## config.mk

```make
export PLATFORM = sky130hd
export DESIGN_NAME = ram_bridge_tx
export DESIGN_NICKNAME = d
export VERILOG_FILES = /design/src/rtl/ram_bridge_tx.sv
export SDC_FILE = /design/constraint.sdc
export NUM_CORES = 1
export LEC_CHECK = 0
export ABC_AREA = 1
export CORE_MARGIN = 5
export CORE_UTILIZATION = 37
export DETAILED_ROUTE_END_ITERATION = 16
export GPL_TIMING_DRIVEN = 0
export SLEW_MARGIN = 20
export SYNTH_ARGS = -nofsm -noshare
export SYNTH_HDL_FRONTEND = slang
export SYNTH_SLANG_ARGS = --single-unit
```

## constraint.sdc

```tcl
create_clock -name pixel_clk_in -period 1.62 [get_ports pixel_clk_in]
set_clock_uncertainty 0.2 [all_clocks]
set_input_delay 0.324 -clock pixel_clk_in [delete_from_list [all_inputs] [get_ports pixel_clk_in]]
set_output_delay 0.324 -clock pixel_clk_in [all_outputs]
set_load 0.005 [all_outputs]
```

## src/rtl/ram_bridge_tx.sv

```systemverilog
// ram_bridge_tx: serialises one (address, data) word request into a byte packet.
// Packet: HEADER, addr bytes LSB first, data bytes LSB first, then the top data nibble.
// Optional macro RAM_BRIDGE_TX_CHECKSUM_EN appends an XOR checksum of the payload bytes.
module ram_bridge_tx #(
    parameter logic [7:0] HEADER = 8'h52
) (
    input  logic        pixel_clk_in,
    input  logic        rst_n_in,
    input  logic [31:0] addr_in,
    input  logic [35:0] data_in,
    input  logic        valid_in,
    output logic        ready_out,
    output logic [7:0]  byte_out,
    output logic        byte_valid_out,
    input  logic        byte_ready_in,
    output logic        busy_out
);

`ifdef RAM_BRIDGE_TX_CHECKSUM_EN
    typedef enum logic [1:0] {IDLE, HDR, PAY, CSUM} state_t;
`else
    typedef enum logic [1:0] {IDLE, HDR, PAY} state_t;
`endif

    state_t      state;
    state_t      next_state;
    logic [3:0]  index;
    logic [31:0] addr_q;
    logic [35:0] data_q;
    logic [7:0]  payload_byte;
    logic        accept;
    logic        xfer;
`ifdef RAM_BRIDGE_TX_CHECKSUM_EN
    logic [7:0]  csum;
`endif

    assign ready_out      = (state == IDLE) && rst_n_in;
    assign byte_valid_out = (state != IDLE);
    assign busy_out       = (state != IDLE);
    assign accept         = valid_in && ready_out;
    assign xfer           = byte_valid_out && byte_ready_in;

    // Select the payload byte addressed by the current index.
    always_comb begin
        payload_byte = 8'h00;
        case (index)
            4'd0:    payload_byte = addr_q[7:0];
            4'd1:    payload_byte = addr_q[15:8];
            4'd2:    payload_byte = addr_q[23:16];
            4'd3:    payload_byte = addr_q[31:24];
            4'd4:    payload_byte = data_q[7:0];
            4'd5:    payload_byte = data_q[15:8];
            4'd6:    payload_byte = data_q[23:16];
            4'd7:    payload_byte = data_q[31:24];
            4'd8:    payload_byte = {4'b0000, data_q[35:32]};
            default: payload_byte = 8'h00;
        endcase
    end

    // Next-state decode and the byte presented in each state.
    always_comb begin
        next_state = state;
        byte_out   = 8'h00;
        case (state)
            IDLE: begin
                if (accept) next_state = HDR;
            end
            HDR: begin
                byte_out = HEADER;
                if (byte_ready_in) next_state = PAY;
            end
            PAY: begin
                byte_out = payload_byte;
                if (byte_ready_in && (index == 4'd8)) begin
`ifdef RAM_BRIDGE_TX_CHECKSUM_EN
                    next_state = CSUM;
`else
                    next_state = IDLE;
`endif
                end
            end
`ifdef RAM_BRIDGE_TX_CHECKSUM_EN
            CSUM: begin
                byte_out = csum;
                if (byte_ready_in) next_state = IDLE;
            end
`endif
            default: next_state = IDLE;
        endcase
    end

    // State register; reset abandons any packet in flight.
    always_ff @(posedge pixel_clk_in or negedge rst_n_in) begin
        if (!rst_n_in) state <= IDLE;
        else           state <= next_state;
    end

    // Capture the request and step the payload index as bytes are accepted.
    always_ff @(posedge pixel_clk_in or negedge rst_n_in) begin
        if (!rst_n_in) begin
            addr_q <= 32'h0;
            data_q <= 36'h0;
            index  <= 4'd0;
        end else begin
            if (accept) begin
                addr_q <= addr_in;
                data_q <= data_in;
            end
            if (state == HDR && xfer) begin
                index <= 4'd0;
            end else if (state == PAY && xfer) begin
                if (index == 4'd8) index <= 4'd0;
                else               index <= index + 4'd1;
            end
        end
    end

`ifdef RAM_BRIDGE_TX_CHECKSUM_EN
    // Running XOR of payload bytes, cleared when a new request is taken.
    always_ff @(posedge pixel_clk_in or negedge rst_n_in) begin
        if (!rst_n_in) begin
            csum <= 8'h00;
        end else if (accept) begin
            csum <= 8'h00;
        end else if (state == PAY && xfer) begin
            csum <= csum ^ payload_byte;
        end
    end
`endif

endmodule

```

Word-level counts from Yosys, hierarchy flattened

Cells that the tools add are included.

Memory bits (read-only): 0
Output and inout bits: 11
Register bits: 74
Logic and storage cells: 38
Latch bits: 0
RAM bits: 0
Memories: 0

Mux-type cells: 9
Divide/modulo/power cells: 0
$add $sub $neg: 1
Bitwise logic cells: 0
Reduce and logical (&&, ||, !) cells: 11
Eq/ne operators: 13
Order comparisons: 0
Shifts and indexed selects: 0
Multipliers: 0

Operators by type and width:

| operator              | count |
|---|---|
| $pmux W8 S9           | 1 |
| $eq A4 B3 Y1 const B  | 4 |
| $pmux W8 S2           | 1 |
| $mux W4               | 3 |
| $eq A4 B2 Y1 const B  | 2 |
| $logic_and A1 B1 Y1   | 6 |
| $mux W2               | 3 |
| $ne A2 B2 Y1 const B  | 3 |
| $pmux W2 S3           | 1 |
| $add A4 B1 Y4 const B | 1 |
| $eq A4 B1 Y1 const B  | 1 |
| $eq A4 B4 Y1 const B  | 1 |
| $logic_not A4 Y1      | 1 |
| $reduce_bool A2 Y1    | 2 |
| $reduce_and A3 Y1     | 1 |
| $eq A2 B1 Y1 const B  | 1 |
| $eq A2 B2 Y1 const B  | 1 |
| $logic_not A2 Y1      | 1 |

Longest topological paths before layout

Gate-level depths: netlist (run 1).

Word-level depth: 5
Depth in mapped cells: 10

Worst setup path before layout (run 1)

Ideal clock, no wire load.

Path kind: flip-flop to output port
Start: register index[0]
End: output byte_out[2]
Cell stages (with the launch flop): 11
Path buffers: 0
Arrival: 1.308 ns
Setup slack: -0.212 ns
Data required time: 1.096 ns
Path through: dfrtp_1 inv_1 ha_1 inv_1 nor2_2 nand2_1 nand2_1 nor2_1 nand2_1 nor2_1 nor2_1

Cells in the longest elaborated chain, start to end: 3
Elaborated cells between the ends (all ways): 11
Classes of those cells: eq/ne (8); mux (2); reduce/logical (1)

Ends and longest elaborated chain:

| item                                       | line | text |
|---|---|---|
| from (decl)                                | 27   | `logic [3:0] index;` |
| from (signal assigned)                     | 113  | `else index <= index + 4'd1;` |
| $eq A4 B4 Y1, or another cell as far along | 46   | `case (index)` |
| $pmux W8 S9 *                              | 46   |  |
| $pmux W8 S2 *                              | 64   | `case (state)` |
| to (decl)                                  | 13   | `output logic [7:0] byte_out,` |

Every way passes the cells marked *; elsewhere a longest branch is shown, timed or not.

Worst setup path after layout (run 1)

Start: register index[1]
End: output byte_out[7]

The elaborated chain is that of the path after synthesis.

==> summary.txt, run 1 <==
Layout
  • Area grow syn2layout: 62.3%
  • Multi-input combinational cell area: between 2000 and 2500 µm²
  • Diode count: 0
  • Fillers: 861
  • Layout cells sized above 1: between 40% and 50%
  • Register area: 1850 µm²
  • Final net count: 598

Drt
  • Routed WL: 11400 µm
  • DR pass1 iterations: 4
  • Starting DRC count in detailed routing: 136
  • Drt wl/cell: between 15 and 20 µm
  • Vias/cell: 4.77
  • Vias post-DR: 3127
  • DRC errors left: 0
  • Final ANT Viol Nets: 0

GRT
  • Vias in the first global route: roughly 3400
  • All-Layer GR Usage: 20.1%
  • Initial antenna violation count: 0
  • Global-route wire length before repair: roughly 18000 µm
  • Largest net degree at the start of global routing: 50
  • Gr ovfl total: 0

Placed design
  • Setup Slack @ Placement: -0.967 ns
  • RePlAce Congestion: 0.876
  • Port bufs: between 80 and 90
  • HPWL after DPL: 7440 µm

Clock network
  • Clock sink count: 74
  • Worst skew pair latency: approximately 0.34 ns
  • Clock Tree Buf Depth: 2
  • H-tree levels: 3
  • Worst-path clk slew: 0.08 ns
  • Post-CTS Hold Fix Bufs: 5
  • TritonCTS clock tree: yes
  • Cts bufs inserted: 9
  • CTS Root Cell: clkbuf_8

STA
  • Setup TNS: -22.92 ns
  • Worst-Margin Slew: 0.314 ns
  • Final setup fails: 81
  • Fin Hold WS: -0.0790 ns
  • Max Clk Rate: 0.398 GHz
  • Unrepaired setup endpoints after global routing: yes
  • Slew headroom: between 70% and 80%
  • Final Critical Period: 2.51 ns
  • Final hold violation count: 48
  • Final WS setup: -0.893 ns
  • Fin. max-slew vios: 0
  • Tcrit/Tclk final: 155%

Synthesis
  • Post-synthesis cell type count: 24
  • Mapped cell area: between 3000 and 4000 µm²
  • Top_reg_cell synth: dfrtp_1
  • Synth warn: 0
  • Synth area leaders: dfrtp_1 50%, mux2_2 14%, nand2_1 10%
  • Register area share after synthesis: 49.7%
  • Ys async rst share: 100%
  • Syn avg cell area: 9.88 µm²
  • EDFF count, synth: 0
  • Cell taking the most area after synthesis: dfrtp_1
  • Synth top cells by count: 104 x nand2_1, 74 x dfrtp_1, 46 x mux2_2, 42 x nor2_1, 24 x inv_1
  • Synthesized Nets: 457
  • FF+latch count, synth: between 70 and 80
  • Top-area cell type share of the netlist area: 49.7%
  • Count leader, synth: nand2_1
  • Post-Synthesis Cells: 377

Min path
  • HP Class: in -> async

Setup path
  • Crit-path cells: inv_4 > buf_12 > ha_4 > nand2_1 > nand2_1 > nor2_4 > nand2_2 > nand3_4 > buf_6 > nor2_4 > buf_2
  • CP Max Fanout: 5
  • Crit path capture type: output port
  • Worst EP arrival: 1.99 ns
  • Critical Path RT: approximately 1.1 ns
  • Delay-heaviest family, CP: simple AND/OR/NAND/NOR gates
  • Largest stage delay, worst path: between 0.4 and 0.5 ns
  • Worst Setup Path Type: reg -> out
  • Slowest cell on the critical path: dfrtp_2
  • Buf/Inv on CP: 4
  • Crit path launch type: flop

Pwr
  • Combinational power share: 55.0%
  • Worst VDD drop: 0.679 mV
  • Cell Int Power: 6.55 mW
  • P_leak: 2.84 nW
  • Flop pwr share: 31.8%
  • Pwr per Cell Area: between 1500 and 2000 nW/µm²
  • Switch share: 37.3%
  • P_sw: 3.89 mW
  • Clock group share of total power: 13.2%

Floorplanning
  • Initial Util: 37.9%
  • Chip Width: 110 µm
  • Core Region: 9820 µm²
  • I/O pin count: 83
  • Die span in y: 110 µm
  • Die ar.: 12200 µm²
  • Site Rows: 36

Run status
  • Status: finished with violations
  • Failing checks: hold timing, setup timing

Flow run
  • Max Cap Viol: 0
==> path summary, 6_finish.rpt <==
| check | from | endpoint | slack (ns) | cells after the start |
|---|---|---|---|---|
| worst min register to register | data_q[14] | data_q[14] | 0.31 | 1 |
| worst max-delay path | index[1] | byte_out[7] | -0.89 | 11 |
| min in group pixel_clk_in | data_q[14] | data_q[14] | 0.31 | 1 |
| worst min-delay path | rst_n_in | addr_q[1] | -0.08 | 4 |
| worst max register to register | state[1] | addr_q[19] | -0.32 | 10 |
| max in group asynchronous | rst_n_in | index[0] | 0.47 | 6 |
==> power groups by stage <==
stage,logic (mW),clock network [mW],registers (mW)
2_1_floorplan,2.87,0,3.18
3_3_place_gp,3.87,0,3.31
3_5_place_dp,3.96,0,3.34
4_1_cts,5.38,1.42,3.30
5_1_grt,6.18,1.50,3.43
6_report,5.74,1.38,3.32
==> worst min-delay path, stage by stage <==
cell,delay (ns)
buf_6,0.08
buf_12,0.09
buf_12,0.11
buf_16,0.25
==> per-layer routing <==
layer | up-vias | wire length (µm) | GRT usage [%]
li1 | 1506 | - | -
met1 | 1527 | 4970 | 25.7
met2 | 73 | 5640 | 33.2
met3 | 21 | 503 | 4.66
met4 | 0 | 304 | 7.21
met5 | - | 0 | 0
==> cell usage in the layout (no fill, tap or decap), types with 2 or more instances in the layout <==
| cell | Yosys | layout |
|---|---|---|
| nand3_4 | 0 | 4 |
| buf_16 | 0 | 4 |
| a21oi_2 | 1 | 8 |
| buf_4 | 2 | 12 |
| inv_2 | 2 | 6 |
| a21oi_1 | 10 | 2 |
| nand2_2 | 3 | 8 |
| nor2_4 | 3 | 19 |
| nand2_4 | 0 | 5 |
| clkbuf_8 | 0 | 9 |
| nand3_1 | 16 | 13 |
| clkinv_2 | 0 | 2 |
| mux2_4 | 14 | 28 |
| mux2_2 | 46 | 32 |
| buf_12 | 0 | 15 |
| ha_4 | 0 | 5 |
| dfrtp_1 | 74 | 72 |
| nand4_1 | 5 | 5 |
| inv_4 | 1 | 9 |
| ha_1 | 8 | 3 |
| inv_1 | 24 | 12 |
| buf_6 | 4 | 25 |
| buf_2 | 5 | 7 |
| nor2_1 | 42 | 21 |
| nand2_1 | 104 | 93 |
| o21ai_0 | 5 | 4 |
| nor2_2 | 3 | 8 |
| clkdlybuf4s50_1 | 0 | 70 |
| dfrtp_2 | 0 | 2 |
| buf_8 | 0 | 7 |
==> cells by family after synthesis <==
| family | count (synthesis) | synth area share, % |
|---|---|---|
| simple gates | 178 | 20.1 |
| flops | 74 | 49.7 |
| mux | 60 | 19.5 |
| buf+inv | 38 | 5.07 |
| compound gates | 18 | 2.62 |
| fa+ha+maj | 8 | 2.69 |
| xor+xnor | 1 | 0.235 |
==> sequential cells by signal (all words and copies together) (netlist names) <==
name and flops:
data_q 36, addr_q 32, index 4, state 2
==> per-stage QoR <==
step / instances / utilization [%] / cell area (µm²) / power, mW
final: 655 / 61.6 / 6050 / 10.4
after global routing: 655 / 61.6 / 6050 / 11.1
after CTS: 655 / 60.8 / 5970 / 10.1
after detailed placement: 593 / 49.8 / 4890 / 7.30
after global placement: 592 / 49.5 / 4860 / 7.18
after floorplan: 377 / - / 3880 / 6.05
==> final cells by class <==
type	instances	share of cell area, %
well taps	133	2.75
inverters	27	2.05
multi-input cells	265	34.5
clock inverters	5	0.931
flip-flops and latches	74	30.7
plain buffers	11	2.81
clock buffers	10	2.11
repair buffers	130	24.2
==> timing repair <==
item	4_1_cts	5_1_grt
pin swaps	34	28
cloned	7	0
setup buffers	36	5
endpoints found under the hold margin	74	48
gates resized for setup	143	38
setup endpoints to repair	82	85
Note: power is estimated with default switching activity, not from simulation.
==> inputs of run 2 (changes only) <==
==> constraint.sdc (replaced) <==
create_clock -name pixel_clk_in -period 2.3 [get_ports pixel_clk_in]
set_clock_uncertainty 0.2 [all_clocks]
set_input_delay 0.46 -clock pixel_clk_in [delete_from_list [all_inputs] [get_ports pixel_clk_in]]
set_output_delay 0.46 -clock pixel_clk_in [all_outputs]
set_load 0.005 [all_outputs]
==> run 2 against run 1 <==
The flow finishes with violations (setup timing). Clock power decreased by 25%. Combinational power down 40%. Register-to-register slack better by 0.78 ns. Final cell count decreased by 1.5%. Critical path type unchanged. Largest cell class unchanged. Highest routed layer unchanged.
==> summary.txt, run 2 (synthesis gave the netlist of run 1 again) <==
Floorplanning
  • I/O pin count: 83
  • Site Rows: 36
  • Chip Width: 110 µm
  • Die ar.: 12200 µm²
  • Core Region: 9820 µm²
  • Initial Util: 37.9%
  • Die span in y: 110 µm

Layout
  • Max reg flops: 36
  • Top Registers: data_q x36, addr_q x32, index x4
  • Top reg by flops: data_q
  • Final net count: 587
  • Area grow syn2layout: 47.7%
  • Diode count: 0
  • Commonest non-fill, non-tap cell in the layout: nand2_1
  • Fillers: 931
  • Most frequent cells in the layout: 86 x nand2_1, 72 x dfrtp_1, 71 x clkdlybuf4s50_1
  • Layout cells sized above 1: 38.9%

Drt
  • Routed WL: 10500 µm
  • Starting DRC count in detailed routing: 90
  • Vias/cell: 4.81
  • DR pass1 iterations: 4
  • DRC errors left: 0
  • Vias post-DR: 3101
  • Final ANT Viol Nets: 0
  • Drt wl/cell: 16.2 µm

Clock network
  • Clock sink count: 74
  • TritonCTS clock tree: yes
  • CTS Root Cell: clkbuf_8
  • H-tree levels: 3
  • Worst skew pair latency: 0.36 ns
  • Clock Tree Buf Depth: 2
  • Cts bufs inserted: 9
  • Worst-path clk slew: 0.08 ns

STA
  • Final WS setup: -0.438 ns
  • Tcrit/Tclk final: 119%
  • Slew headroom: 81.0%
  • Worst-Margin Slew: 0.285 ns
  • Unrepaired setup endpoints after global routing: yes
  • Fin. max-slew vios: 0
  • Setup TNS: -2.94 ns
  • Final setup fails: 8
  • Max Clk Rate: 0.365 GHz
  • Final hold violation count: 0
  • Final Critical Period: roughly 2.7 ns

GRT
  • All-Layer GR Usage: 18.5%
  • GRT busiest layer: met2
  • Largest net degree at the start of global routing: 52
  • Initial antenna violation count: 0
  • Gr ovfl total: 0
  • Vias in the first global route: 3276
  • Global-route wire length before repair: 16600 µm
  • Met3 usage: 3.73%
  • GRT met2 Usage: 30.1%
  • Met1 Track Usage GR: 24.4%

Setup path
  • Largest stage delay, worst path: around 0.47 ns
  • Crit path launch type: flop
  • Buf/Inv on CP: 6
  • Worst EP arrival: 2.08 ns
  • Delay-heaviest family, CP: buffers and inverters
  • Slowest cell on the critical path: dfrtp_2
  • CP Max Fanout: 4
  • Crit-path cells: inv_4 > ha_4 > inv_4 > nor2_4 > buf_6 > buf_6 > buf_4 > nand2_2 > nand4_1 > nor2_2 > nor2_4 > buf_2
  • R2R setup slack: between 0.4 and 0.5 ns
  • Worst Setup Path Type: reg -> out
  • Critical Path RT: 1.64 ns
  • Crit path capture type: output port

Placed design
  • Port bufs: 82
  • Setup Slack @ Placement: -0.619 ns
  • HPWL after DPL: between 7000 and 8000 µm
  • RePlAce Congestion: 0.931

Pwr
  • P_sw: roughly 2.6 mW
  • Design Power: 6.80 mW
  • Cell Int Power: about 4.2 mW
  • Combinational power share: 50.5%
  • Worst VDD drop: 0.482 mV
  • Flop pwr share: 34.5%
  • P_leak: approximately 2.6 nW
  • Clock group share of total power: 15.1%
  • Switch share: 38.0%
  • Pwr per Cell Area: 1240 nW/µm²

Run status
  • Status: finished with violations
  • Failing checks: setup timing

Min path
  • HP Class: reg -> reg

Flow run
  • Max Cap Viol: 0
==> run 2: cell count changes in the layout (fill, tap and decap cells not counted), moves of 3 or more <==
cell	delta
nor2_1	+10
nand2_2	+10
buf_8	-7
buf_16	-3
mux2_2	+14
nor2_4	-9
buf_4	+10
buf_12	-13
nand2_1	-7
buf_6	-6
a21oi_1	+7
a21oi_2	-6
mux2_4	-14
buf_2	+5
==> run 2: worst paths after layout <==
path,start,endpoint,cells past startpoint
min in group asynchronous,rst_n_in,data_q[0],3
max in group asynchronous,rst_n_in,addr_q[16],3
worst max-delay path,index[1],byte_out[5],12
worst min-delay path,addr_q[1],addr_q[1],1
worst max register to register,state[1],data_q[25],8
worst min register to register,addr_q[1],addr_q[1],1
==> run 2: worst register-to-register path: stages (launching register included) <==
cell     delay [ns]
dfrtp_1        0.38
inv_2          0.06
ha_4           0.17
nand2_1        0.07
inv_2          0.04
nand2_2        0.10
buf_6          0.19
buf_6          0.20
mux2_4         0.32
==> run 2: cell type report <==
cell class | count | area, µm² | area share, %
multi-input cells | 265 | 1920 | 34.8
flip-flops and latches | 74 | 1850 | 33.7
repair buffers | 119 | 1160 | 21.1
well taps | 133 | 166 | 3.02
clock buffers | 10 | 128 | 2.32
inverters | 27 | 124 | 2.25
plain buffers | 11 | 88.8 | 1.61
clock inverters | 6 | 66.3 | 1.20
==> run 2: power by group through the flow <==
stage | Sequential [mW] | Clock (mW) | Combinational [mW]
6_report | 2.34 | 1.03 | 3.43
5_1_grt | 2.42 | 1.09 | 3.73
4_1_cts | 2.33 | 1.03 | 3.29
3_5_place_dp | 2.33 | 0 | 2.53
3_3_place_gp | 2.31 | 0 | 2.48
2_1_floorplan | 2.21 | 0 | 1.81
==> run 2: metal layers <==
metal	share of wire, %	wire length (µm)
met1	44	4560
met2	50	5220
met3	4.2	440
met4	2.3	246
met5	0	0
==> run 2: stage by stage <==
stage	instance area [µm²]	hold WS, ns	std cells	util [%]
after floorplan	3730	-0.0356	377	-
after detailed placement	4740	0.201	593	48.3
after global routing	5500	0.320	645	56.1
after global placement	4710	0.288	592	48.0
final	5500	0.306	645	56.1
after CTS	5440	0.311	641	55.4
==> run 2: timing repair <==
item                                   CTS  global route
setup endpoints to repair               11             9
resized for setup                      116            13
hold buffers                             2             0
endpoints found under the hold margin   23             0
pin swaps                               38            15
setup buffers                           30             5
==> inputs of run 3 (changes only) <==
--- a/config.mk
+++ b/config.mk
@@ -8,6 +8,8 @@
 export ABC_AREA = 1
 export CORE_MARGIN = 5
 export CORE_UTILIZATION = 37
+export CTS_CLUSTER_DIAMETER = 150
+export CTS_CLUSTER_SIZE = 40
 export DETAILED_ROUTE_END_ITERATION = 16
 export GPL_TIMING_DRIVEN = 0
 export SLEW_MARGIN = 20
==> constraint.sdc (replaced) <==
create_clock -name pixel_clk_in -period 2.9 [get_ports pixel_clk_in]
set_clock_uncertainty 0.2 [all_clocks]
set_input_delay 0.58 -clock pixel_clk_in [delete_from_list [all_inputs] [get_ports pixel_clk_in]]
set_output_delay 0.58 -clock pixel_clk_in [all_outputs]
set_load 0.005 [all_outputs]
==> run 3 against run 2 <==
The run now ends clean. Sequential power shrank 22%. Critical path depth unchanged. Final cell count decreased by 1.4%. Register-to-register slack gained 0.46 ns. Wire length fell by 3.0%. Total power shrank 25%. Sequential share of layout area grew 1.1 points. Worst setup slack gained 0.50 ns. Via count fell by 2.5%. Combinational power decreased by 27%. Highest routed layer unchanged.
==> summary.txt, run 3 (synthesis gave the netlist of run 1 again) <==
Pwr
  • Pwr per Cell Area: 964 nW/µm²
  • Worst VDD drop: roughly 0.43 mV
  • P_leak: 2.55 nW
  • Design Power: 5.13 mW

Floorplanning
  • Chip Width: 110 µm
  • Die span in y: 110 µm
  • Site Rows: 36
  • I/O pin count: 83
  • Die ar.: 12200 µm²
  • Core Region: slightly below 10000 µm²
  • Initial Util: 37.9%

GRT
  • Global-route wire length before repair: roughly 16000 µm
  • All-Layer GR Usage: 17.8%
  • Gr ovfl total: 0
  • Vias in the first global route: between 3000 and 4000
  • Largest net degree at the start of global routing: 52
  • Initial antenna violation count: 0

STA
  • Final hold violation count: 0
  • Final Critical Period: 2.83 ns
  • Tcrit/Tclk final: 97.7%
  • Final setup fails: 0
  • Worst-Margin Slew: 0.282 ns
  • Fin. max-slew vios: 0
  • Final WS setup: 0.0656 ns
  • Unrepaired setup endpoints after global routing: yes
  • Max Clk Rate: between 0.3 and 0.4 GHz
  • Fin Hold WS: around 0.0090 ns
  • Slew headroom: 81.2%

Layout
  • Area grow syn2layout: 43.0%
  • Diode count: 0
  • Post-route cell area: 5330 µm²
  • Final net count: 578
  • Layout cells sized above 1: 32.2%
  • Most frequent cells in the layout: 100 x nand2_1, 73 x clkdlybuf4s50_1, 72 x dfrtp_1
  • Max reg flops: 36
  • Top Registers: data_q x36, addr_q x32, index x4
  • Commonest non-fill, non-tap cell in the layout: nand2_1
  • Fin cells: ~640
  • Top reg by flops: data_q

Clock network
  • Clock sink count: 74
  • Worst-path clk slew: 0.08 ns
  • CTS Root Cell: clkbuf_8
  • Clock Tree Buf Depth: 2
  • Cts bufs inserted: 9
  • TritonCTS clock tree: yes
  • H-tree levels: 3
  • Worst skew pair latency: 0.35 ns

Setup path
  • Worst EP arrival: 2.05 ns
  • Delay-heaviest family, CP: simple AND/OR/NAND/NOR gates
  • Critical Path RT: between 2 and 2.5 ns
  • Largest stage delay, worst path: roughly 0.42 ns
  • Crit path capture type: output port
  • Buf/Inv on CP: 4
  • Worst Setup Path Type: reg -> out
  • Crit-path cells: buf_6 > ha_4 > inv_2 > nor2_4 > buf_6 > nand2_1 > nand2_1 > nor2_1 > nand2_1 > nor2_1 > nor2_1 > buf_2
  • CP Max Fanout: 6
  • Slowest cell on the critical path: dfrtp_2
  • Crit path launch type: flop

Placed design
  • RePlAce Congestion: 0.931
  • HPWL after DPL: 7290 µm
  • Setup Slack @ Placement: -0.139 ns
  • Cell Area, Placed: 4740 µm²
  • Port bufs: 82
  • DP Cell Count: around 590

Run status
  • Status: complete, no violations

Drt
  • Vias post-DR: around 3000
  • Routed WL: 10200 µm
  • Vias/cell: 4.75
  • DR pass1 iterations: 4
  • Starting DRC count in detailed routing: 102
  • Drt wl/cell: between 15 and 20 µm
  • Final ANT Viol Nets: 0
  • DRC errors left: 0

Flow run
  • Max Cap Viol: 0

Min path
  • HP Class: in -> async
==> run 3: final timing paths <==
| path | endpoint | cells after the start | start | slack, ns |
|---|---|---|---|---|
| worst max register to register | data_q[25] | 8 | state[0] | 0.92 |
| worst max-delay path | byte_out[2] | 12 | index[1] | 0.07 |
| min in group pixel_clk_in | addr_q[1] | 1 | addr_q[1] | 0.31 |
| worst min-delay path | data_q[0] | 2 | rst_n_in | 0.009 |
| worst min register to register | addr_q[1] | 1 | addr_q[1] | 0.31 |
| max in group asynchronous | addr_q[16] | 2 | rst_n_in | 2.21 |
==> run 3: cell type report <==
type                            count  area, µm²
Fill cell                         957       4490
Sequential cell                    74       1850
Multi-Input combinational cell    265       1830
Timing Repair Buffer              110       1080
Tap cell                          133        166
Clock buffer                       10        128
Inverter                           27        116
Buffer                             11       85.1
Clock inverter                      6       66.3
==> run 3: power breakdown <==
group	internal (mW)	switching, mW
clock network	0.399	0.406
registers	1.56	0.275
logic	1.26	1.24
total	3.22	1.92
==> run 3: layer usage <==
metal	track usage [%]	part of all wire, %	vias up
li1	-	-	1465
met1	23.5	44	1474
met2	29.0	50	71
met3	4.02	4.4	12
met4	5.89	1.5	0
met5	0	0	-
==> run 3: metrics by stage <==
step / utilization, % / TNS (ns)
after floorplan: - / 0
after global placement: 48.0 / -263.54
after detailed placement: 48.3 / -0.328
after CTS: 52.7 / -0.640
after global routing: 54.3 / -0.207
final: 54.3 / 0
==> run 3: worst register-to-register path: stages (launching register included) <==
cell	delay, ns
dfrtp_1	0.40
inv_1	0.08
ha_1	0.25
nand2_1	0.09
inv_2	0.04
nand2_2	0.10
buf_6	0.19
buf_6	0.20
mux2_4	0.32
==> run 3: timing repair <==
action	4_1_cts	5_1_grt
buffers inserted	13	14
resized for setup	39	31
hold buffers	1	0
pin swaps	8	17
setup endpoints to repair	8	8
hold endpoints to repair	23	0
gates cloned	0	0
